## src/rtl/text_pkg.sv

```systemverilog
// Shared constants, ASCII codes and state/step encodings for the text edit controller.
package text_pkg;

    localparam logic [6:0] COLS  = 7'd80;
    localparam logic [4:0] ROWS  = 5'd25;
    localparam logic [6:0] X_MAX = COLS - 7'd1;
    localparam logic [4:0] Y_MAX = ROWS - 5'd1;
    localparam logic [7:0] BLANK = 8'h20;

    localparam logic [7:0] ASCII_BS  = 8'h08;
    localparam logic [7:0] ASCII_CR  = 8'h0D;
    localparam logic [7:0] PRINT_MIN = 8'h20;
    localparam logic [7:0] PRINT_MAX = 8'h7E;

    typedef enum logic [1:0] {
        ST_IDLE  = 2'd0,
        ST_WRITE = 2'd1,
        ST_CLEAR = 2'd2,
        ST_DONE  = 2'd3
    } state_t;

    typedef enum logic [1:0] {
        OP_ADV = 2'd0,
        OP_RET = 2'd1,
        OP_NL  = 2'd2
    } step_op_t;

    function automatic logic is_printable(input logic [7:0] c);
        return (c >= PRINT_MIN) && (c <= PRINT_MAX);
    endfunction

endpackage

```

## src/rtl/text_edit_ctrl_if.sv

```systemverilog
// Keystroke handshake plus character-buffer write port.
interface text_edit_ctrl_if;
    logic       key_valid;
    logic [7:0] key_ascii;
    logic       key_ready;
    logic       wr_en;
    logic [6:0] wr_x;
    logic [4:0] wr_y;
    logic [7:0] wr_data;

    modport master (
        input  key_valid, key_ascii,
        output key_ready, wr_en, wr_x, wr_y, wr_data
    );

    modport slave (
        output key_valid, key_ascii,
        input  key_ready, wr_en, wr_x, wr_y, wr_data
    );
endinterface

```

## src/rtl/text_cursor_step.sv

```systemverilog
// Combinational cursor stepping on the 80x25 grid: advance, retreat or newline with wrap.
module text_cursor_step
    import text_pkg::*;
(
    input  logic [6:0] x,
    input  logic [4:0] y,
    input  step_op_t   op,
    output logic [6:0] nx,
    output logic [4:0] ny
);

    always_comb begin
        nx = x;
        ny = y;
        case (op)
            OP_ADV: begin
                if (x == X_MAX) begin
                    nx = 7'd0;
                    ny = (y == Y_MAX) ? 5'd0 : y + 5'd1;
                end else begin
                    nx = x + 7'd1;
                end
            end
            // Retreat from (0,0) holds position; callers never request it there.
            OP_RET: begin
                if (x != 7'd0) begin
                    nx = x - 7'd1;
                end else if (y != 5'd0) begin
                    nx = X_MAX;
                    ny = y - 5'd1;
                end
            end
            OP_NL: begin
                nx = 7'd0;
                ny = (y == Y_MAX) ? 5'd0 : y + 5'd1;
            end
            default: begin
                nx = x;
                ny = y;
            end
        endcase
    end

endmodule

```

## src/rtl/text_edit_ctrl.sv

```systemverilog
// Sequences keystroke writes and the cell-by-cell clear sweep into the text buffer, tracking the cursor.
module text_edit_ctrl
    import text_pkg::*;
(
    input  logic              clk,
    input  logic              reset_n,
    text_edit_ctrl_if.master  bus,
    input  logic              clear_req,
    output logic [6:0]        cursor_x,
    output logic [4:0]        cursor_y,
    output logic              busy,
    output logic              clear_done
);

    state_t     state, state_nxt;
    logic       key_ready_c, wr_en_c, done_c;
    logic [6:0] wr_x_r;
    logic [4:0] wr_y_r;
    logic [7:0] wr_data_r;
    logic       is_bs_r;

    logic       accept, key_print, key_bs, key_cr, at_origin, sweep_last;
    step_op_t   cur_op;
    logic [6:0] cur_nx, ret_nx, swp_nx;
    logic [4:0] cur_ny, ret_ny, swp_ny;

    assign key_print  = is_printable(bus.key_ascii);
    assign key_bs     = (bus.key_ascii == ASCII_BS);
    assign key_cr     = (bus.key_ascii == ASCII_CR);
    assign at_origin  = (cursor_x == 7'd0) && (cursor_y == 5'd0);
    assign sweep_last = (wr_x_r == X_MAX) && (wr_y_r == Y_MAX);
    assign accept     = bus.key_valid && key_ready_c;
    assign cur_op     = (state == ST_WRITE) ? OP_ADV : OP_NL;

    text_cursor_step u_cur_step (
        .x(cursor_x), .y(cursor_y), .op(cur_op), .nx(cur_nx), .ny(cur_ny)
    );

    text_cursor_step u_ret_step (
        .x(cursor_x), .y(cursor_y), .op(OP_RET), .nx(ret_nx), .ny(ret_ny)
    );

    // The sweep walks the write address itself, so the same advance wrap applies.
    text_cursor_step u_swp_step (
        .x(wr_x_r), .y(wr_y_r), .op(OP_ADV), .nx(swp_nx), .ny(swp_ny)
    );

    always_ff @(posedge clk or negedge reset_n) begin
        if (!reset_n) begin
            state <= ST_IDLE;
        end else begin
            state <= state_nxt;
        end
    end

    always_comb begin
        state_nxt   = state;
        key_ready_c = 1'b0;
        wr_en_c     = 1'b0;
        done_c      = 1'b0;
        case (state)
            ST_IDLE: begin
                key_ready_c = reset_n && !clear_req;
                if (clear_req) begin
                    state_nxt = ST_CLEAR;
                end else if (bus.key_valid) begin
                    if (key_print || (key_bs && !at_origin)) begin
                        state_nxt = ST_WRITE;
                    end
                end
            end
            ST_WRITE: begin
                wr_en_c   = 1'b1;
                state_nxt = ST_IDLE;
            end
            ST_CLEAR: begin
                wr_en_c = 1'b1;
                if (sweep_last) begin
                    state_nxt = ST_DONE;
                end
            end
            ST_DONE: begin
                done_c    = 1'b1;
                state_nxt = ST_IDLE;
            end
            default: state_nxt = ST_IDLE;
        endcase
    end

    always_ff @(posedge clk or negedge reset_n) begin
        if (!reset_n) begin
            cursor_x  <= 7'd0;
            cursor_y  <= 5'd0;
            wr_x_r    <= 7'd0;
            wr_y_r    <= 5'd0;
            wr_data_r <= 8'h00;
            is_bs_r   <= 1'b0;
        end else begin
            case (state)
                ST_IDLE: begin
                    if (clear_req) begin
                        wr_x_r    <= 7'd0;
                        wr_y_r    <= 5'd0;
                        wr_data_r <= BLANK;
                    end else if (accept) begin
                        if (key_print) begin
                            wr_x_r    <= cursor_x;
                            wr_y_r    <= cursor_y;
                            wr_data_r <= bus.key_ascii;
                            is_bs_r   <= 1'b0;
                        end else if (key_bs && !at_origin) begin
                            wr_x_r    <= ret_nx;
                            wr_y_r    <= ret_ny;
                            wr_data_r <= BLANK;
                            is_bs_r   <= 1'b1;
                        end else if (key_cr) begin
                            cursor_x <= cur_nx;
                            cursor_y <= cur_ny;
                        end
                    end
                end
                ST_WRITE: begin
                    if (is_bs_r) begin
                        cursor_x <= wr_x_r;
                        cursor_y <= wr_y_r;
                    end else begin
                        cursor_x <= cur_nx;
                        cursor_y <= cur_ny;
                    end
                end
                ST_CLEAR: begin
                    wr_x_r <= swp_nx;
                    wr_y_r <= swp_ny;
                    if (sweep_last) begin
                        cursor_x <= 7'd0;
                        cursor_y <= 5'd0;
                    end
                end
                default: begin
                end
            endcase
        end
    end

    assign bus.key_ready = key_ready_c;
    assign bus.wr_en     = wr_en_c;
    assign bus.wr_x      = wr_x_r;
    assign bus.wr_y      = wr_y_r;
    assign bus.wr_data   = wr_data_r;
    assign busy          = (state != ST_IDLE);
    assign clear_done    = done_c;

endmodule

```

## src/flat_wrapper.sv

```systemverilog
// flat-port wrapper written by rule: the top's interface ports become plain ports
module text_edit_ctrl_flat import text_pkg::*;
  (clk, reset_n, clear_req, cursor_x, cursor_y, busy, clear_done, bus_key_valid, bus_key_ascii, bus_key_ready, bus_wr_en, bus_wr_x, bus_wr_y, bus_wr_data);
  text_edit_ctrl_if bus_i ();
  input  logic clk;
  input  logic reset_n;
  input  logic clear_req;
  output logic [6:0] cursor_x;
  output logic [4:0] cursor_y;
  output logic busy;
  output logic clear_done;
  input wire logic [$bits(bus_i.key_valid)-1:0] bus_key_valid;
  input wire logic [$bits(bus_i.key_ascii)-1:0] bus_key_ascii;
  output wire logic [$bits(bus_i.key_ready)-1:0] bus_key_ready;
  output wire logic [$bits(bus_i.wr_en)-1:0] bus_wr_en;
  output wire logic [$bits(bus_i.wr_x)-1:0] bus_wr_x;
  output wire logic [$bits(bus_i.wr_y)-1:0] bus_wr_y;
  output wire logic [$bits(bus_i.wr_data)-1:0] bus_wr_data;
  assign bus_i.key_valid = bus_key_valid;
  assign bus_i.key_ascii = bus_key_ascii;
  assign bus_key_ready = bus_i.key_ready;
  assign bus_wr_en = bus_i.wr_en;
  assign bus_wr_x = bus_i.wr_x;
  assign bus_wr_y = bus_i.wr_y;
  assign bus_wr_data = bus_i.wr_data;
  text_edit_ctrl u_core (.clk(clk), .reset_n(reset_n), .bus(bus_i), .clear_req(clear_req), .cursor_x(cursor_x), .cursor_y(cursor_y), .busy(busy), .clear_done(clear_done));
endmodule
```

## config.mk

```make
export PLATFORM = sky130hd
export DESIGN_NAME = text_edit_ctrl_flat
export DESIGN_NICKNAME = d
export VERILOG_FILES = /design/src/rtl/text_pkg.sv /design/src/rtl/text_edit_ctrl_if.sv /design/src/rtl/text_cursor_step.sv /design/src/rtl/text_edit_ctrl.sv /design/src/flat_wrapper.sv
export SDC_FILE = /design/constraint.sdc
export NUM_CORES = 1
export LEC_CHECK = 0
export CAP_MARGIN = 40
export CORE_MARGIN = 8
export CORE_UTILIZATION = 41
export CTS_BUF_LIST = sky130_fd_sc_hd__clkbuf_4 sky130_fd_sc_hd__clkbuf_8
export CTS_CLUSTER_SIZE = 16
export DETAILED_ROUTE_END_ITERATION = 10
export PLACE_DENSITY_LB_ADDON = 0.3
export RECOVER_POWER = 100
export SYNTH_ARGS = -nofsm -noshare
export SYNTH_HDL_FRONTEND = slang
export SYNTH_HIERARCHICAL = 1
export SYNTH_SLANG_ARGS = --single-unit
```

## constraint.sdc

```tcl
create_clock -name clk -period 2.8 [get_ports clk]
set_clock_uncertainty 0.15 [all_clocks]
set_input_delay 0.84 -clock clk [delete_from_list [all_inputs] [get_ports clk]]
set_output_delay 0.84 -clock clk [all_outputs]
set_load 0.05 [all_outputs]
```

==> out/results.ini, run 1 <==
[run_status]
outcome=completed

[layout]
post_route_cells_drive_above_1_share_pct=22.6
most_frequent_cells_in_the_layout=sky130_fd_sc_hd__buf_4 (60), sky130_fd_sc_hd__a21oi_1 (36), sky130_fd_sc_hd__inv_1 (35)
ff_latch_area_sq_um=891
finalNetCount=737
n_antenna_cell=0
total_area_of_multi_input_combinational_cells_sq_um=3880
filler_cells_inserted=1168
layout.cells.most_common=sky130_fd_sc_hd__buf_4
finish.instance_area_sq_um=6080
area_growth_syn_to_layout_pct=20.9

[timing]
setup_tns_ps=0
timing.final.crit_period_ps=2790
slew_at_the_pin_closest_to_its_max_slew_limit_ps=863
period_share_pct=99.8
whs_ps=235
timing.fmax_mhz=358
finalSetupViolations=0
finalHoldViolations=0
slew_headroom_pct=42.3
maxSlewViolCount=0
rsz0062_at_grt=yes

[worst_setup_path]
critPathMaxFanout=2
setup.worst_path.end_class=flop
worstReg2RegEnd=u_core/bus.wr_y[0]$_DFFE_PN0P_
timing.reg2reg.setup_slack_ps=6
critical_path.startpoint_type=flop
crit_required_ps=2820
crit_type=flop to flop
worst_r2r_path_depth=6
critPathArrivalTime_ps=2810
rr_startpoint=u_core/cursor_x[2]$_DFFE_PN0P_

[global_route]
first_pass_grt_wire_length_mm=27.2
grt_antenna_before_repair=0
grt_overflow=0
overall_global_routing_usage_pct=20.6
met3_usage_pct=2.35
global_route.usage.met2_pct=32.9
first_global_vias=5113
grt_util_met1_pct=28.3
grt-busiest-layer=met2
largest_net_degree_at_the_start_of_global_routing=34

[floorplanning]
dieWidth_microns=127
floorplan.die_area_sq_um=16100
core.rowCount=40
io_pins=48
die-height_microns=127
starting_density_of_the_core_pct=41.9
design.core.area_sq_um=12000

[clock_tree]
cts_tree=built
clk_root_buffer_cell=sky130_fd_sc_hd__clkbuf_8
cts_buffers=5
clk_pin_slew_worst_setup_hold_paths_ps=90
holdBufCountCts=0
clock_tree.buffer_depth=2
h-tree-depth=2
clock-sinks=35
worstSkewPairLatency_ps=290

[synth]
synth.yosys.warnings=6
postSynthCellCount=607
netlist_area_sq_um=5030
ys_dominant_reg_cell=sky130_fd_sc_hd__dfrtp_1
yosysSeqAreaShare_pct=17.4
post_synth_arst_share_pct=100
synth_area_per_cell_sq_um=8.28
yosys_register_bits=35
synth_edf_count=0
synth_cell_type_count=86

[hold_path]
hp-class=input port to async pin

[place]
placement.io_buffers=47
post-dp-hpwl_mm=13.0
place.gp.congestion=0.872
dpl_cell_area_sq_um=6040

[power_and_ir_drop]
cellPowerDensity_nw_per_um2=1230
max-vdd-ir-drop_v=0.000597
cellLeakagePower_nw=2.54

[detailed_routing]
wire_per_inst_microns=20.1
count_of_unresolved_drc_violations_after_routing=0
antenna_violating_nets_post_route=0
route.detailed.vias_per_inst=6.34
dr.pass1.iters=7
drtIter0Drc=654
drt-total-wl_mm=17.1
vias=5393

[job]
count_of_max_cap_constraint_violations=0

-- worst max-delay path: stages, from the launching register on --
cell	delay (ps)
sky130_fd_sc_hd__dfrtp_2	410
sky130_fd_sc_hd__or4_4	580
sky130_fd_sc_hd__nor3b_4	260
sky130_fd_sc_hd__mux2_4	320
sky130_fd_sc_hd__a221o_1	380
sky130_fd_sc_hd__a221o_1	310
sky130_fd_sc_hd__mux2_4	250
-- flip-flops by register name, indices dropped and copies added, names as in the netlist --
signal / flops
u_core/bus.wr_data: 8
u_core/bus.wr_x: 7
u_core/bus.wr_y: 5
u_core/cursor_x: 7
u_core/cursor_y: 5
u_core/is_bs_r: 1
u_core/state: 2
-- cells by family after synthesis --
kind of cell             share of synthesized area, %
multiplexers                                     9.36
buffers and inverters                            7.72
XOR/XNOR                                        0.871
AO/OA/AOI/OAI                                    29.6
flip-flops                                       17.4
other                                           0.149
adder cells (fa/ha/maj)                          5.48
AND/OR/NAND/NOR                                  29.4
-- layout make-up --
type                    instances  share of cell area (%)
clock buffers                   5                    1.13
inverters                      36                    2.22
flip-flops and latches         35                    14.7
multi-input cells             509                    63.8
well taps                     147                    3.03
clock inverters                 3                   0.329
repair buffers                116                    14.8
-- power by group --
| group | leakage [nW] | internal (mW) | switching (mW) |
|---|---|---|---|
| Clock | 0.0402 | 0.173 | 0.203 |
| Combinational | 2.04 | 2.53 | 3.67 |
| Sequential | 0.455 | 0.678 | 0.253 |
| Total | 2.54 | 3.38 | 4.12 |
-- timing repair --
item / CTS / global route
buffers inserted: 0 / 0
setup endpoints to repair: 3 / 9
pin swaps: 1 / 5
resized for setup: 4 / 11
-- cell usage after synthesis (all sizes together) (8+ instances only) --
master   number  area [sq um]
nor4         19           155
or3           9          63.8
mux2         28           390
nor3         13          70.1
buf          21           166
mux2i         8          80.1
and3         20           128
o21ai        31           155
ha           22           275
nand2        29           111
a311oi       10          93.8
clkbuf       23          86.3
nand3        22           110
nand2b       16           100
a221o        18           180
o2bb2ai      13           114
dfrtp        35           876
nor2         33           124
a21oi        36           180
a31oi         9          56.3
inv          36           135
nor2b        22           138
-- metrics by stage --
step	power [mW]	util, %	std cells	setup WS (ps)
floorplan	5.23	-	624	-60.4
global placement	6.94	50.3	843	-154
detailed placement	7.06	50.3	843	-188
CTS	7.48	51.2	851	7.74
global route	7.99	50.6	851	-28.1
finish	7.50	50.6	851	6.00
-- per-layer routing --
layer | up-vias | share of wire [%]
met5 | - | 0
met4 | 0 | 2.2
met3 | 34 | 6.2
met2 | 247 | 46
met1 | 2585 | 45
li1 | 2527 | -
-- worst max-delay path by stage --
stage | from | end | slack, ps | depth (start not counted)
after floorplan | u_core/cursor_x[5]$_DFFE_PN0P_ | u_core/bus.wr_y[0]$_DFFE_PN0P_ | -60 | 7
after global placement | bus_key_ascii[5] | u_core/bus.wr_y[3]$_DFFE_PN0P_ | -150 | 7
after detailed placement | bus_key_ascii[5] | u_core/bus.wr_y[3]$_DFFE_PN0P_ | -190 | 7
after CTS | u_core/cursor_x[2]$_DFFE_PN0P_ | u_core/bus.wr_y[0]$_DFFE_PN0P_ | 8 | 6
after global routing | u_core/cursor_x[2]$_DFFE_PN0P_ | u_core/bus.wr_y[0]$_DFFE_PN0P_ | -30 | 6
final | u_core/cursor_x[2]$_DFFE_PN0P_ | u_core/bus.wr_y[0]$_DFFE_PN0P_ | 6 | 6
No activity file was read; power rests on OpenSTA's default activity.
==> run 2: changes to the inputs <==
REMOVE_ABC_BUFFERS = 1   (was unset)
==> run 2 against run 1 <==
Maximum frequency grew 3.6%. Clock-buffer cell count is the same. Design area grew 1.5%. Clock power grew 24%. Final cell count grew 0.35%. Largest power group unchanged.
==> out/results.ini, run 2 (same netlist as run 1, synthesis figures left out) <==
[timing]
timing.final.crit_period_ps=2700
maxSlewViolCount=0
period_share_pct=96.3
finalHoldViolations=0
layout_setup_ws_ps=102
rsz0062_at_grt=yes
slew_at_the_pin_closest_to_its_max_slew_limit_ps=861
timing.fmax_mhz=371
slew_headroom_pct=42.6
finalSetupViolations=0

[job]
count_of_max_cap_constraint_violations=0

[worst_setup_path]
setup.worst_path.end_class=flop
critPathArrivalTime_ps=2730
timing.critical_path.max_delay_family=buffers and inverters
crit_type=input port to flop
critPathMaxFanout=12
buf_inv_on_cp=2
critical_path.startpoint_type=input port
crit_required_ps=2830
max_stage_delay_ps=450
crit_chain=clkdlybuf4s50_1 > nor2_1 > and3_1 > a311oi_2 > a211oi_4 > buf_12 > mux2_2
timing.critical_path.slowest_stage_cell=sky130_fd_sc_hd__clkdlybuf4s50_1

[detailed_routing]
route.detailed.vias_per_inst=6.29
count_of_unresolved_drc_violations_after_routing=0
drt-total-wl_mm=16.5
drtIter0Drc=493
antenna_violating_nets_post_route=0
vias=5370
wire_per_inst_microns=19.3
dr.pass1.iters=5

[place]
place.gp.congestion=0.912
placement.io_buffers=47
dp_slack_ps=-193
post-dp-hpwl_mm=12.7

[layout]
layout.cells.most_common=sky130_fd_sc_hd__buf_4
finalNetCount=740
filler_cells_inserted=1142
largest_register_ff_count=8
n_antenna_cell=0
area_growth_syn_to_layout_pct=22.7
post_route_cells_drive_above_1_share_pct=22.5
most_frequent_cells_in_the_layout=sky130_fd_sc_hd__buf_4 (68), sky130_fd_sc_hd__inv_1 (36), sky130_fd_sc_hd__a21oi_1 (36)

[power_and_ir_drop]
cellLeakagePower_nw=2.61
cellPowerDensity_nw_per_um2=1230
fin_total_pwr_mw=7.59
max-vdd-ir-drop_v=0.000625

[clock_tree]
clock_tree.buffer_depth=2
clock-sinks=35
clk_pin_slew_worst_setup_hold_paths_ps=90
clk_root_buffer_cell=sky130_fd_sc_hd__clkbuf_8
h-tree-depth=2
cts_buffers=5
cts_tree=built
worstSkewPairLatency_ps=300

[floorplanning]
floorplan.die_area_sq_um=16100
die-height_microns=127
design.core.area_sq_um=12000
io_pins=48
core.rowCount=40
starting_density_of_the_core_pct=41.9
dieWidth_microns=127

[global_route]
first_global_vias=4969
largest_net_degree_at_the_start_of_global_routing=34
overall_global_routing_usage_pct=19.4
grt_antenna_before_repair=0
grt_overflow=0
first_pass_grt_wire_length_mm=25.9

[run_status]
outcome=completed

[hold_path]
hp-class=input port to async pin

-- run 2: repair_timing --
action / in CTS / in global routing
hold buffers: 0 / 0
resized for setup: 3 / 4
setup buffers: 0 / 0
endpoints found under the hold margin: 0 / 0
setup endpoints to repair: 1 / 4
-- run 2: power by group --
group / switching, mW / internal, mW / total, mW
registers: 0.214 / 0.666 / 0.880
clock network: 0.201 / 0.265 / 0.466
logic: 3.61 / 2.63 / 6.25
total: 4.03 / 3.57 / 7.59
-- run 2: final timing paths --
kind                                              startpoint                                end  slack [ps]  cells after the start
max                                         bus_key_ascii[6]     u_core/bus.wr_y[3]$_DFFE_PN0P_         100                      7
min reg2reg                u_core/bus.wr_data[0]$_DFFE_PN0P_  u_core/bus.wr_data[0]$_DFFE_PN0P_         370                      1
max in group asynchronous                            reset_n     u_core/cursor_y[0]$_DFFE_PN0P_        1070                      2
max reg2reg                   u_core/cursor_y[1]$_DFFE_PN0P_     u_core/bus.wr_y[0]$_DFFE_PN0P_         110                      8
min                                                  reset_n        u_core/state[0]$_DFFE_PN0P_         230                      1
min in group clk           u_core/bus.wr_data[0]$_DFFE_PN0P_  u_core/bus.wr_data[0]$_DFFE_PN0P_         370                      1
-- run 2: area by class of cell --
type | instances | area, sq um | share of cell area (%)
multi-input cells | 509 | 3850 | 62.4
repair buffers | 119 | 1010 | 16.3
flip-flops and latches | 35 | 877 | 14.2
well taps | 147 | 184 | 2.98
inverters | 36 | 135 | 2.19
clock buffers | 5 | 68.8 | 1.12
clock inverters | 3 | 43.8 | 0.710
-- run 2: routing by layer --
layer	routed length [microns]	global-route usage (%)	share of wire, %
met1	7420	25.7	45
met2	7760	32.4	47
met3	967	1.97	5.9
met4	361	6.09	2.2
met5	0	0	0
-- run 2: stage by stage --
stage               util [%]  cells  hold WS [ps]  instance area (sq um)  TNS (ps)
finish                  51.3    854           227                   6170         0
global route            51.3    854           247                   6170         0
CTS                     51.8    854           188                   6220         0
detailed placement      50.8    846           365                   6100     -2730
global placement        50.8    846           348                   6100     -1870
floorplan                  -    580           375                   4840     -3470
